File: config.mk
export PLATFORM = sky130hd
export DESIGN_NAME = data_unlatch_tx
export DESIGN_NICKNAME = d
export VERILOG_FILES = /design/src/rtl/data_latch_pkg.sv /design/src/rtl/data_unlatch_tx.sv
export SDC_FILE = /design/constraint.sdc
export NUM_CORES = 1
export LEC_CHECK = 0
export BUFFER_PORTS_ARGS = -buffer_cell sky130_fd_sc_hd__buf_2
export CAP_MARGIN = 40
export CELL_PAD_IN_SITES_DETAIL_PLACEMENT = 2
export CELL_PAD_IN_SITES_GLOBAL_PLACEMENT = 2
export CORE_UTILIZATION = 36
export CTS_CLUSTER_DIAMETER = 120
export DETAILED_ROUTE_END_ITERATION = 10
export PLACE_DENSITY_LB_ADDON = 0.12
export SYNTH_ARGS = -nofsm -noshare
export SYNTH_HDL_FRONTEND = slang
export SYNTH_SLANG_ARGS = --single-unit
export TNS_END_PERCENT = 1
File: constraint.sdc
create_clock -name clk -period 3 [get_ports clk]
set_input_delay 0.15 -clock clk [delete_from_list [all_inputs] [get_ports clk]]
set_output_delay 0.15 -clock clk [all_outputs]
set_load 0.01 [all_outputs]
File: src/rtl/data_latch_pkg.sv
// Shared definitions for the start-token word-latch interface.
// Used by the transmit side (data_unlatch_tx) and the receive-side latch array.
//  - state_e : frame sequencer states
//  - cnt_w() : counter width helper, max(1, $clog2(n))
package data_latch_pkg;

    typedef enum logic [2:0] {
        IDLE      = 3'd0,
        START     = 3'd1,
        LEAD_WAIT = 3'd2,
        SEND      = 3'd3,
        DONE      = 3'd4
    } state_e;

    // A counter over n values never gets narrower than one bit, even when n==1.
    function automatic int cnt_w(input int n);
        return ($clog2(n) < 1) ? 1 : $clog2(n);
    endfunction

endpackage

File: src/rtl/data_unlatch_tx.sv
// data_unlatch_tx: snapshots STAGE parallel words and replays them serially,
// one word per clk, LEAD cycles after a one-cycle start pulse.
// Ports:
//  clk, rst        clock (posedge) and asynchronous active-high reset
//  load_valid/ready frame handshake: a frame is taken on the rising clk edge
//                  where both are high; ready is high only in IDLE
//  data_in         STAGE words, [0] sent first; sampled only at the accept edge
//  start_o         one-cycle frame start pulse
//  data_o/data_vld serial word and its qualifier; data_o is zero when not valid
//  busy            high from the cycle after accept through the last word
//  done            one-cycle pulse in the cycle after the last word
//  dbg_state       current sequencer state (state_e encoding)
module data_unlatch_tx
    import data_latch_pkg::*;
#(
    parameter int STAGE  = 8,
    parameter int DWIDTH = 8,
    parameter int LEAD   = 1
) (
    input  logic              clk,
    input  logic              rst,
    input  logic              load_valid,
    output logic              load_ready,
    input  logic [DWIDTH-1:0] data_in [0:STAGE-1],
    output logic              start_o,
    output logic [DWIDTH-1:0] data_o,
    output logic              data_vld,
    output logic              busy,
    output logic              done,
    output logic [2:0]        dbg_state
);

    localparam int IW = cnt_w(STAGE);
    localparam int LW = cnt_w(LEAD);
    localparam logic [IW-1:0] IDX_LAST  = IW'(STAGE - 1);
    // LEAD_WAIT spans LEAD-1 cycles, counted 0..LEAD-2; unused when LEAD==1.
    localparam logic [LW-1:0] LEAD_LAST = LW'((LEAD > 1) ? (LEAD - 2) : 0);

    state_e            state_q, state_d;
    logic [DWIDTH-1:0] frame_q [0:STAGE-1];
    logic [DWIDTH-1:0] frame_d [0:STAGE-1];
    logic [IW-1:0]     idx_q, idx_d;
    logic [LW-1:0]     lead_q, lead_d;

    logic              start_q, start_d;
    logic [DWIDTH-1:0] data_q, data_d;
    logic              vld_q, vld_d;
    logic              busy_q, busy_d;
    logic              done_q, done_d;

    // Sequencer and buffer next-state.
    always_comb begin
        state_d = state_q;
        frame_d = frame_q;
        idx_d   = idx_q;
        lead_d  = lead_q;
        case (state_q)
            IDLE: begin
                if (load_valid) begin
                    frame_d = data_in;
                    idx_d   = '0;
                    lead_d  = '0;
                    state_d = START;
                end
            end
            START: begin
                lead_d = '0;
                if (LEAD > 1) state_d = LEAD_WAIT;
                else          state_d = SEND;
            end
            LEAD_WAIT: begin
                if (lead_q == LEAD_LAST) state_d = SEND;
                else                     lead_d  = lead_q + LW'(1);
            end
            SEND: begin
                if (idx_q == IDX_LAST) begin
                    idx_d   = '0;
                    state_d = DONE;
                end else begin
                    idx_d = idx_q + IW'(1);
                end
            end
            DONE:    state_d = IDLE;
            default: state_d = IDLE;
        endcase
    end

    // Outputs are computed from the next state so that every output except
    // load_ready comes straight from a flop.
    always_comb begin
        start_d = (state_d == START);
        vld_d   = (state_d == SEND);
        busy_d  = (state_d == START) || (state_d == LEAD_WAIT) || (state_d == SEND);
        done_d  = (state_d == DONE);
        data_d  = vld_d ? frame_d[idx_d] : '0;
    end

    always_ff @(posedge clk or posedge rst) begin
        if (rst) begin
            state_q <= IDLE;
            for (int i = 0; i < STAGE; i++) frame_q[i] <= '0;
            idx_q   <= '0;
            lead_q  <= '0;
            start_q <= 1'b0;
            data_q  <= '0;
            vld_q   <= 1'b0;
            busy_q  <= 1'b0;
            done_q  <= 1'b0;
        end else begin
            state_q <= state_d;
            frame_q <= frame_d;
            idx_q   <= idx_d;
            lead_q  <= lead_d;
            start_q <= start_d;
            data_q  <= data_d;
            vld_q   <= vld_d;
            busy_q  <= busy_d;
            done_q  <= done_d;
        end
    end

    assign load_ready = (state_q == IDLE);
    assign start_o    = start_q;
    assign data_o     = data_q;
    assign data_vld   = vld_q;
    assign busy       = busy_q;
    assign done       = done_q;
    assign dbg_state  = state_q;

endmodule

==> summary.md, run 1 <==
| Metric | Value |
|---|---|
| Outcome | completed |
| Placed cell areas | roughly 4300 um^2 |
| Initial antenna violation count | 0 |
| Reg2reg setup slack | between 300 and 400 ps |
| R2r endpoint | data_o[7] |
| Clock-pin slew on the worst setup and hold paths | roughly 90 ps |
| Core area | between 9000 and 10000 um^2 |
| R2r worst-path depth | 8 |
| Fmax | 379.0 MHz |
| Register area share after synthesis | around 55% |
| Final WL | approximately 10000 um |
| Drt via density | between 5 and 6 |
| Largest fanout on the critical path | a little over 40 |
| Non-filler cells, final | 526 |
| Hold EP | frame_q[32] |
| Hold Startpoint | data_in[32] |
| Layout cell share with drive strength beyond 1 | between 40% and 50% |
| CTS H-tree depth | 3 |
| Design area | around 4700 um^2 |
| Synth Cell Area | 3740 um^2 |
| Max-cap violations | 0 |
| Largest net degree at the start of global routing | ~50 |
| DRT Pass-1 Iters | 4 |
| Post-Synthesis Cells | around 290 |
| Warnings, synthesis | 0 |
| Worst Skew | ~8 ps |
| Sink Count | 82 |
| Power Density | approximately 1200 nW/um^2 |
| Starting Density | a little under two fifths |
| TritonCTS Buffers | 9 |
| Final slew viol count | 0 |
| GRT Total Usage | 20.45% |
| Cts repair resizes | 0 |
| Tmin final | 2639 ps |
| DIE WIDTH | around 100 um |
| FILL cells | 1026 |
| Overflow after GRT | 0 |
| VDD IR max | between 0.4 and 0.5 mV |
| Net Count, Synth | ~360 |
| Io pins | slightly above 80 |
| Port bufs | 82 |
| Synth Register Bits | 82 |
| Final Hold Fails | 0 |
| Fin nets | about 460 |
| DRT iter0 DRCs | 50 |
| Placed cells | ~500 |
| Min-Delay Path Class | input port to flip-flop |
| Number of global-route vias before repair | between 2000 and 3000 |
| Max incr delay on CP | a little under 600 ps |
| P&R area growth vs syn | 26.16% |
| Slew HR | 62.25% |
| Site row count | 36 |
| Critical R2R Launch | idx_q[0] |
| Pleak | roughly 0.0022 uW |
| ANT cells | 0 |
| Dpl hpwl | about 7000 um |
| Die height | 103.9 um |
| Clock Path Buffers | 2 |
| Cell Chain, Critical Path | ha_1 > ha_1 > o21ba_1 > or4_1 > clkinv_4 > mux2i_1 > mux2i_1 > o2111a_1 |
| Wirelength per Cell | slightly below 20 um |
| CTS tree | built |
| RSZ-0062 raised after global routing | false |
| Clk_lat worst skew | 360 ps |
| Synth Area per Inst | about 13 um^2 |
| Final setup viols | 0 |
| Crit path max-delay cell type | or4_1 |
| Tcrit/Tclk final | slightly below 90% |
| DIE AREA | roughly 11000 um^2 |
| Clk root buf | clkbuf_8 |
| Hold_ws | between 15 and 20 ps |
| Hold path depth | 2 |
| Via Count | 2659 |
| Synth unique cells | 31 |
| Placer Congestion | around 0.7 |
| Post-route ant nets | 0 |
| Startpoint types | flip-flop |
| Crit path capture type | flip-flop |
| Crit Path Class | flip-flop to flip-flop |
| Required @ worst endpoint | 3260 ps |
| CP arrival | ~2900 ps |
| Least-Margin Pin Slew | 566.2 ps |
| Post-layout util | between 40% and 50% |
| First-pass GRT wire length | 16590 um |
| Setup TNS | 0 ps |
| DR DRC count | 0 |
[area by class of cell]
type                       count  area [um^2]  share of cell area [%]
multi-input combinational    183         1567                   33.20
sequential                    82         2052                   43.49
clock inverter                 6        88.84                   1.883
tap                          133        166.4                   3.527
clock buffer                  10        137.6                   2.917
timing repair buffer         108        685.7                   14.53
inverter                       4        21.27                  0.4508
[per-stage QoR]
step | total power [uW] | setup slack (ps)
after global placement | 4463 | 473.6
final | 5495 | 361.2
after detailed placement | 4606 | 360.7
after global routing | 5906 | 216.9
after CTS | 5584 | 361.6
after floorplan | 3876 | 636.5
[metal layers]
| layer | track usage (%) | routed length [um] | vias to the layer above | part of all wire (%) |
|---|---|---|---|---|
| met2 | 34.24 | 4956 | 55 | 49 |
| met5 | 0 | 0 | - | 0 |
| li1 | - | - | 1236 | - |
| met1 | 26.31 | 4693 | 1354 | 46 |
| met4 | 7.551 | 160 | 0 | 1.6 |
| met3 | 3.885 | 326 | 14 | 3.2 |
[state kept, by name, indices dropped and copies added, names as in the netlist]
name	cells
data_vld	1
frame_q	64
data_o	8
done	1
busy	1
start_o	1
idx_q	3
dbg_state	3
[worst max-delay path, delay by kind of cell (launching register included)]
family / cells / cell delay [ps]
mux: 2 / 360
fa+ha+maj: 2 / 430
flops: 1 / 420
compound gates: 2 / 410
simple gates: 1 / 580
buf+inv: 1 / 320
[logic make-up after synthesis]
group	share of synthesized area, %
AND/OR/NAND/NOR	8.766
flip-flops	54.87
buffers and inverters	3.412
multiplexers	25.69
AO/OA/AOI/OAI	6.591
adder cells (fa/ha/maj)	0.6690
[Yosys cell counts]
master / count / area share, %
or4_1: 1 / 0.20
o211a_1: 3 / 0.80
nand2_1: 33 / 3.3
a21o_1: 2 / 0.40
clkbuf_1: 7 / 0.70
nor3_1: 1 / 0.13
ha_1: 2 / 0.67
clkinv_4: 1 / 0.23
buf_12: 1 / 0.54
dfrtp_1: 82 / 55
nand3b_1: 10 / 2.0
nor4b_1: 1 / 0.23
o21ba_1: 1 / 0.27
o2111a_1: 8 / 2.4
mux2i_1: 24 / 6.4
o221ai_1: 1 / 0.23
buf_4: 2 / 0.40
nor2_1: 12 / 1.2
mux2_2: 64 / 19
and3b_1: 1 / 0.23
and2_1: 1 / 0.17
or2_2: 3 / 0.50
buf_2: 7 / 0.94
buf_6: 1 / 0.30
a32oi_1: 8 / 1.9
or3b_1: 1 / 0.23
nand3_1: 2 / 0.27
inv_1: 3 / 0.30
and4b_1: 1 / 0.27
a21oi_1: 2 / 0.27
a211oi_2: 1 / 0.33
[how the worst max path moves through the flow]
stage               cells after the start         to     start
finish                                  8  data_o[7]  idx_q[0]
global route                            8  data_o[6]  idx_q[0]
CTS                                     8  data_o[7]  idx_q[0]
detailed placement                      8  data_o[7]  idx_q[0]
global placement                        8  data_o[4]  idx_q[0]
floorplan                              10  data_o[4]  idx_q[0]
[where the power goes]
part           leakage (uW)  switching [uW]  total [uW]  internal (uW)
clock              0.000109             430         923            493
sequential         0.000999             372        2020           1650
combinational       0.00106            1320        2550           1230
[layout by cell type (no fill, tap or decap), drive strengths merged, types with 2 or more instances in the layout]
cell	netlist	routed
inv	3	3
o211a	3	3
dlygate4sd3	0	19
a32oi	8	8
dfrtp	82	82
nand3b	10	10
nand3	2	2
mux2i	24	24
nand2	33	33
clkbuf	7	10
buf	11	89
ha	2	2
o2111a	8	8
or2	3	3
nor2	12	12
mux2	64	64
a21o	2	2
clkinvlp	0	2
clkinv	1	3
a21oi	2	2
bufinv	0	2
[what timing repair did]
item	CTS	global route
buffers inserted	0	0
hold buffers	18	1
hold endpoints to repair	42	1
setup endpoints to repair	0	0
Note: power is estimated with default switching activity, not from simulation.
==> inputs of run 2 (changes only) <==
Settings changed: CELL_PAD_IN_SITES_DETAIL_PLACEMENT 2 to 0, CELL_PAD_IN_SITES_GLOBAL_PLACEMENT 2 to 1, CORE_UTILIZATION 36 to 43.
==> run 2 against run 1 <==
  * Clock skew hardly changed
  * Via count is 7.2% lower
  * First-iteration DRC count is 84% higher
  * Utilization is 6.5 points higher
  * Wire length is 23% lower
  * Largest power group unchanged
  * Non-clock buffer count is 18 lower
  * Setup slack better by 54 ps
  * Combinational power is 4% lower
  * Design area is 4.8% lower
  * Flip-flop and latch count stayed put
==> summary.md, run 2 (synthesized netlist as in run 1, its figures left out) <==
| Metric | Value |
|---|---|
| Startpoint types | flip-flop |
| Layout cell share with drive strength beyond 1 | a little under half |
| Drt via density | 5.152 |
| Placed cell areas | 4274 um^2 |
| Placer Congestion | 0.7310 |
| Hold path depth | 2 |
| Routed wl met3 | about 430 um |
| Top sig layer | met4 |
| ANT cells | 0 |
| Setup TNS | 0 ps |
| First-pass GRT wire length | about 12000 um |
| Postcts setup bufs | 0 |
| Largest fanout on the critical path | 41 |
| Die height | about 95 um |
| Crit path capture type | flip-flop |
| VDD IR max | a little over 0.6 mV |
| Overall Power | about 5300 uW |
| Port bufs | just over 80 |
| Clk root buf | clkbuf_8 |
| Final WL | slightly below 8000 um |
| GRT Total Usage | a little under a fifth |
| Top reg by flops | frame_q |
| Max-cap violations | 0 |
| Power Density | between 1000 and 1500 nW/um^2 |
| Met2 WL | around 3500 um |
| Min-Delay Path Class | input port to flip-flop |
| CTS H-tree depth | 3 |
| CTS tree | built |
| Least-Margin Pin Slew | 616.5 ps |
| DIE WIDTH | around 95 um |
| Reg2reg setup slack | 420 ps |
| Final Hold Fails | 0 |
| Hold EP | frame_q[56] |
| Most frequent cells in the layout | dfrtp_1, buf_2, mux2_2 |
| Clk_lat worst skew | 340 ps |
| RSZ-0062 raised after global routing | false |
| Site row count | 33 |
| TritonCTS Buffers | 9 |
| Clock Path Buffers | 2 |
| Sink Count | between 80 and 90 |
| Critical R2R Launch | idx_q[0] |
| Initial antenna violation count | 0 |
| Wire length on met1 | between 3000 and 4000 um |
| Pleak | ~0.0021 uW |
| CP arrival | between 2000 and 3000 ps |
| Tmin final | around 2600 ps |
| Tcrit/Tclk final | 86.16% |
| Outcome | completed |
| Wirelength per Cell | ~16 um |
| Required @ worst endpoint | about 3200 ps |
| Post-route ant nets | 0 |
| R2r worst-path depth | 8 |
| Worst Skew | between 8 and 9 ps |
| DIE AREA | a little over 9000 um^2 |
| Largest register FFs | 64 |
| Fmax | between 300 and 400 MHz |
| Design area | approximately 4500 um^2 |
| Io pins | 83 |
| Cts repair resizes | 0 |
| DRT iter0 DRCs | 92 |
| Core area | slightly above 8000 um^2 |
| Fin nets | 439 |
| Largest net degree at the start of global routing | between 60 and 70 |
| Starting Density | 45.06% |
| Number of global-route vias before repair | between 2000 and 2500 |
| Overflow after GRT | 0 |
| Crit Path Class | flip-flop to flip-flop |
| R2r endpoint | data_o[4] |
| DR DRC count | 0 |
| Via Count | 2468 |
| Slew HR | just under 60% |
| DRT Pass-1 Iters | 4 |
| Final slew viol count | 0 |
| Dpl hpwl | ~5500 um |
| Hold Startpoint | data_in[56] |
| Final setup viols | 0 |
| P&R area growth vs syn | 20.07% |
| Clock-pin slew on the worst setup and hold paths | approximately 80 ps |
-- run 2: changes by cell type in the layout (fill, tap and decap cells not counted) --
cell | before | now
clkbuf_8 | 10 | 9
clkinv_2 | 2 | 4
buf_12 | 1 | 0
clkinvlp_4 | 2 | 1
inv_6 | 1 | 0
buf_16 | 1 | 2
dlygate4sd3_1 | 19 | 1
-- run 2: cell type report --
class | count | area (um^2)
multi-input cells | 183 | 1567
inverters | 4 | 21.27
clock inverters | 6 | 82.58
flip-flops and latches | 82 | 2052
fillers | 755 | 3809
repair buffers | 90 | 513.0
well taps | 105 | 131.4
clock buffers | 9 | 123.9
-- run 2: worst max-delay path by stage --
stage             start         to  cells past startpoint
2_1_floorplan  idx_q[0]  data_o[4]                     10
3_3_place_gp   idx_q[0]  data_o[4]                      8
3_5_place_dp   idx_q[0]  data_o[4]                      8
4_1_cts        idx_q[0]  data_o[4]                      8
5_1_grt        idx_q[0]  data_o[1]                      8
6_report       idx_q[0]  data_o[4]                      8
-- run 2: layer usage --
layer	vias to the layer above	global-route usage [%]
li1	1194	-
met1	1204	26.82
met2	65	27.20
met3	5	5.582
met4	0	4.924
met5	-	0
-- run 2: worst max-delay path, stage by stage (launching register included) --
cell	delay, ps
dfrtp_1	400
ha_1	200
ha_1	190
o21ba_1	170
or4_1	580
clkinv_4	310
mux2i_1	330
a32oi_1	90
o2111a_1	170
-- run 2: power by group --
group / internal [uW] / switching [uW]
Sequential: 1650 / 318
Combinational: 1210 / 1260
Clock: 460 / 374
Total: 3320 / 1950
-- run 2: timing repair --
action,in CTS,in global routing
setup endpoints to repair,0,0
endpoints found under the hold margin,14,0
hold buffers,1,0
-- run 2: per-stage QoR --
step | setup slack [ps] | cells | util (%) | hold WS [ps]
after floorplan | 636.5 | 287 | - | 301.6
final | 415.3 | 479 | 54.11 | 31.26
after global placement | 475.5 | 461 | 50.84 | 381.1
after detailed placement | 419.6 | 463 | 51.50 | 110.7
after CTS | 416.2 | 479 | 54.11 | 9.707
after global routing | 290.0 | 479 | 54.11 | 7.939
==> inputs of run 3 (changes only) <==
Settings changed: RECOVER_POWER set to 50.
==> run 3 against run 2 <==
  * Total power shrank 0.32%
  * Setup slack is essentially flat
  * Via count grew 0.49%
  * Fmax is essentially flat
  * Die area is the same
  * Global-route usage is the same
  * Sequential share of layout area grew 0.44 points
  * Hold slack is essentially flat
  * Design area shrank 0.95%
==> summary.md, run 3 (synthesized netlist as in run 1, its figures left out) <==
| Metric | Value |
|---|---|
| Outcome | completed |
| Reg2reg setup slack | 420 ps |
| Clock-pin slew on the worst setup and hold paths | ~80 ps |
| DRT Pass-1 Iters | 4 |
| VDD IR max | 0.6228 mV |
| Clk root buf | clkbuf_8 |
| Top reg by flops | frame_q |
| Cts repair resizes | 0 |
| Crit Path Class | flip-flop to flip-flop |
| Wire length on met1 | approximately 3800 um |
| Critical R2R Launch | idx_q[0] |
| Worst Skew | approximately 8.2 ps |
| First-pass GRT wire length | 12450 um |
| Clock Path Buffers | 2 |
| Layout cell share with drive strength beyond 1 | a little over two fifths |
| FILL cells | between 700 and 800 |
| Final WL | slightly below 8000 um |
| Most common cell after layout, fill and taps aside | dfrtp_1 |
| Number of global-route vias before repair | 2408 |
| Io pins | 83 |
| Startpoint types | flip-flop |
| Sink Count | between 80 and 90 |
| P&R area growth vs syn | 18.94% |
| DIE AREA | roughly 9100 um^2 |
| R2r endpoint | data_o[4] |
| Core area | a little over 8000 um^2 |
| Drt via density | around 5.2 |
| Fin nets | about 440 |
| Slew HR | 25.87% |
| Top sig layer | met4 |
| Wirelength per Cell | around 16 um |
| Setup TNS | 0 ps |
| Crit path to | data_o[4] |
| Most frequent cells in the layout | dfrtp_1, buf_2, mux2_2 |
| Required @ worst endpoint | 3230 ps |
| Overflow after GRT | 0 |
| Power Density | 1180 nW/um^2 |
| DR DRC count | 0 |
| Min-Delay Path Class | input port to flip-flop |
| Least-Margin Pin Slew | roughly 1100 ps |
| DIE WIDTH | 95.26 um |
| Via Count | approximately 2500 |
| TritonCTS Buffers | 9 |
| Final slew viol count | 0 |
| Worst Setup SP | idx_q[0] |
| ANT cells | 0 |
| CTS tree | built |
| DRT iter0 DRCs | 94 |
| Placed cells | about 460 |
| Pleak | 0.002042 uW |
| Clk_lat worst skew | around 340 ps |
| RSZ-0062 raised after global routing | false |
| Post-layout util | a little over half |
| Fmax | around 390 MHz |
| Final Hold Fails | 0 |
| Crit path capture type | flip-flop |
| CTS H-tree depth | 3 |
| Routed wl met3 | 422 um |
| Post-route ant nets | 0 |
| Initial antenna violation count | 0 |
| Max-cap violations | 0 |
| Largest net degree at the start of global routing | 61 |
| Non-filler cells, final | about 480 |
| Largest fanout on the critical path | between 40 and 50 |
| Starting Density | 45.06% |
| Largest register FFs | 64 |
| Site row count | 33 |
| R2r worst-path depth | 8 |
| Final setup viols | 0 |
| Tcrit/Tclk final | approximately 86% |
| CP arrival | between 2000 and 3000 ps |
| Dpl hpwl | roughly 5500 um |
| Placer Congestion | ~0.73 |
| GRT Total Usage | a little under a fifth |
| Port bufs | 82 |
| Met2 WL | between 3000 and 4000 um |
| Die height | between 90 and 100 um |
| Tmin final | ~2600 ps |
==> run 3: cell count changes in the layout (fill, tap and decap cells not counted), sizes merged <==
cell      previous run  this run
buf                 89        76
clkbuf               9        22
clkinv               5         4
clkinvlp             1         2
==> run 3: worst max-delay path, cell delays in order, from the launching register on <==
cell      delay (ps)
dfrtp_1          400
ha_1             200
ha_1             190
o21ba_1          170
or4_1            580
clkinv_4         310
mux2i_1          330
a32oi_1           90
o2111a_1         170
==> run 3: metrics by stage <==
step,area [um^2],power [uW],hold WS (ps),setup slack [ps]
2_1_floorplan,3740,3876,301.6,636.5
3_3_place_gp,4219,4408,381.1,475.5
3_5_place_dp,4274,4482,110.7,419.6
4_1_cts,4491,5338,9.707,416.2
5_1_grt,4448,5644,7.939,290.0
6_report,4448,5249,31.31,415.1
==> run 3: metal layers <==
| layer | GRT usage [%] | vias to the layer above |
|---|---|---|
| li1 | - | 1192 |
| met1 | 26.82 | 1219 |
| met2 | 27.20 | 64 |
| met3 | 5.582 | 5 |
| met4 | 4.924 | 0 |
| met5 | 0 | - |
==> run 3: how the worst min path moves through the flow <==
stage,end,cells past startpoint,slack [ps],start
floorplan,frame_q[14],1,300,data_in[14]
global placement,frame_q[55],2,380,data_in[55]
detailed placement,frame_q[63],2,110,rst
CTS,frame_q[56],2,10,data_in[56]
global route,frame_q[61],2,8,data_in[61]
finish,frame_q[56],2,30,data_in[56]
==> run 3: power breakdown <==
| group | leakage, uW | switching, uW | internal, uW |
|---|---|---|---|
| registers | 0.000999 | 320 | 1650 |
| logic | 0.000938 | 1260 | 1190 |
| clock network | 0.000105 | 374 | 460 |
==> run 3: cell type report <==
class / instances / area [um^2] / area share [%]
repair buffers: 90 / 470.5 / 10.58
clock inverters: 6 / 82.58 / 1.857
flip-flops and latches: 82 / 2052 / 46.13
clock buffers: 9 / 123.9 / 2.785
inverters: 4 / 21.27 / 0.4782
well taps: 105 / 131.4 / 2.954
multi-input cells: 183 / 1567 / 35.22
==> run 3: what timing repair did <==
action	in CTS	in global routing
buffers inserted	0	0
hold endpoints to repair	14	0
hold buffers	1	0
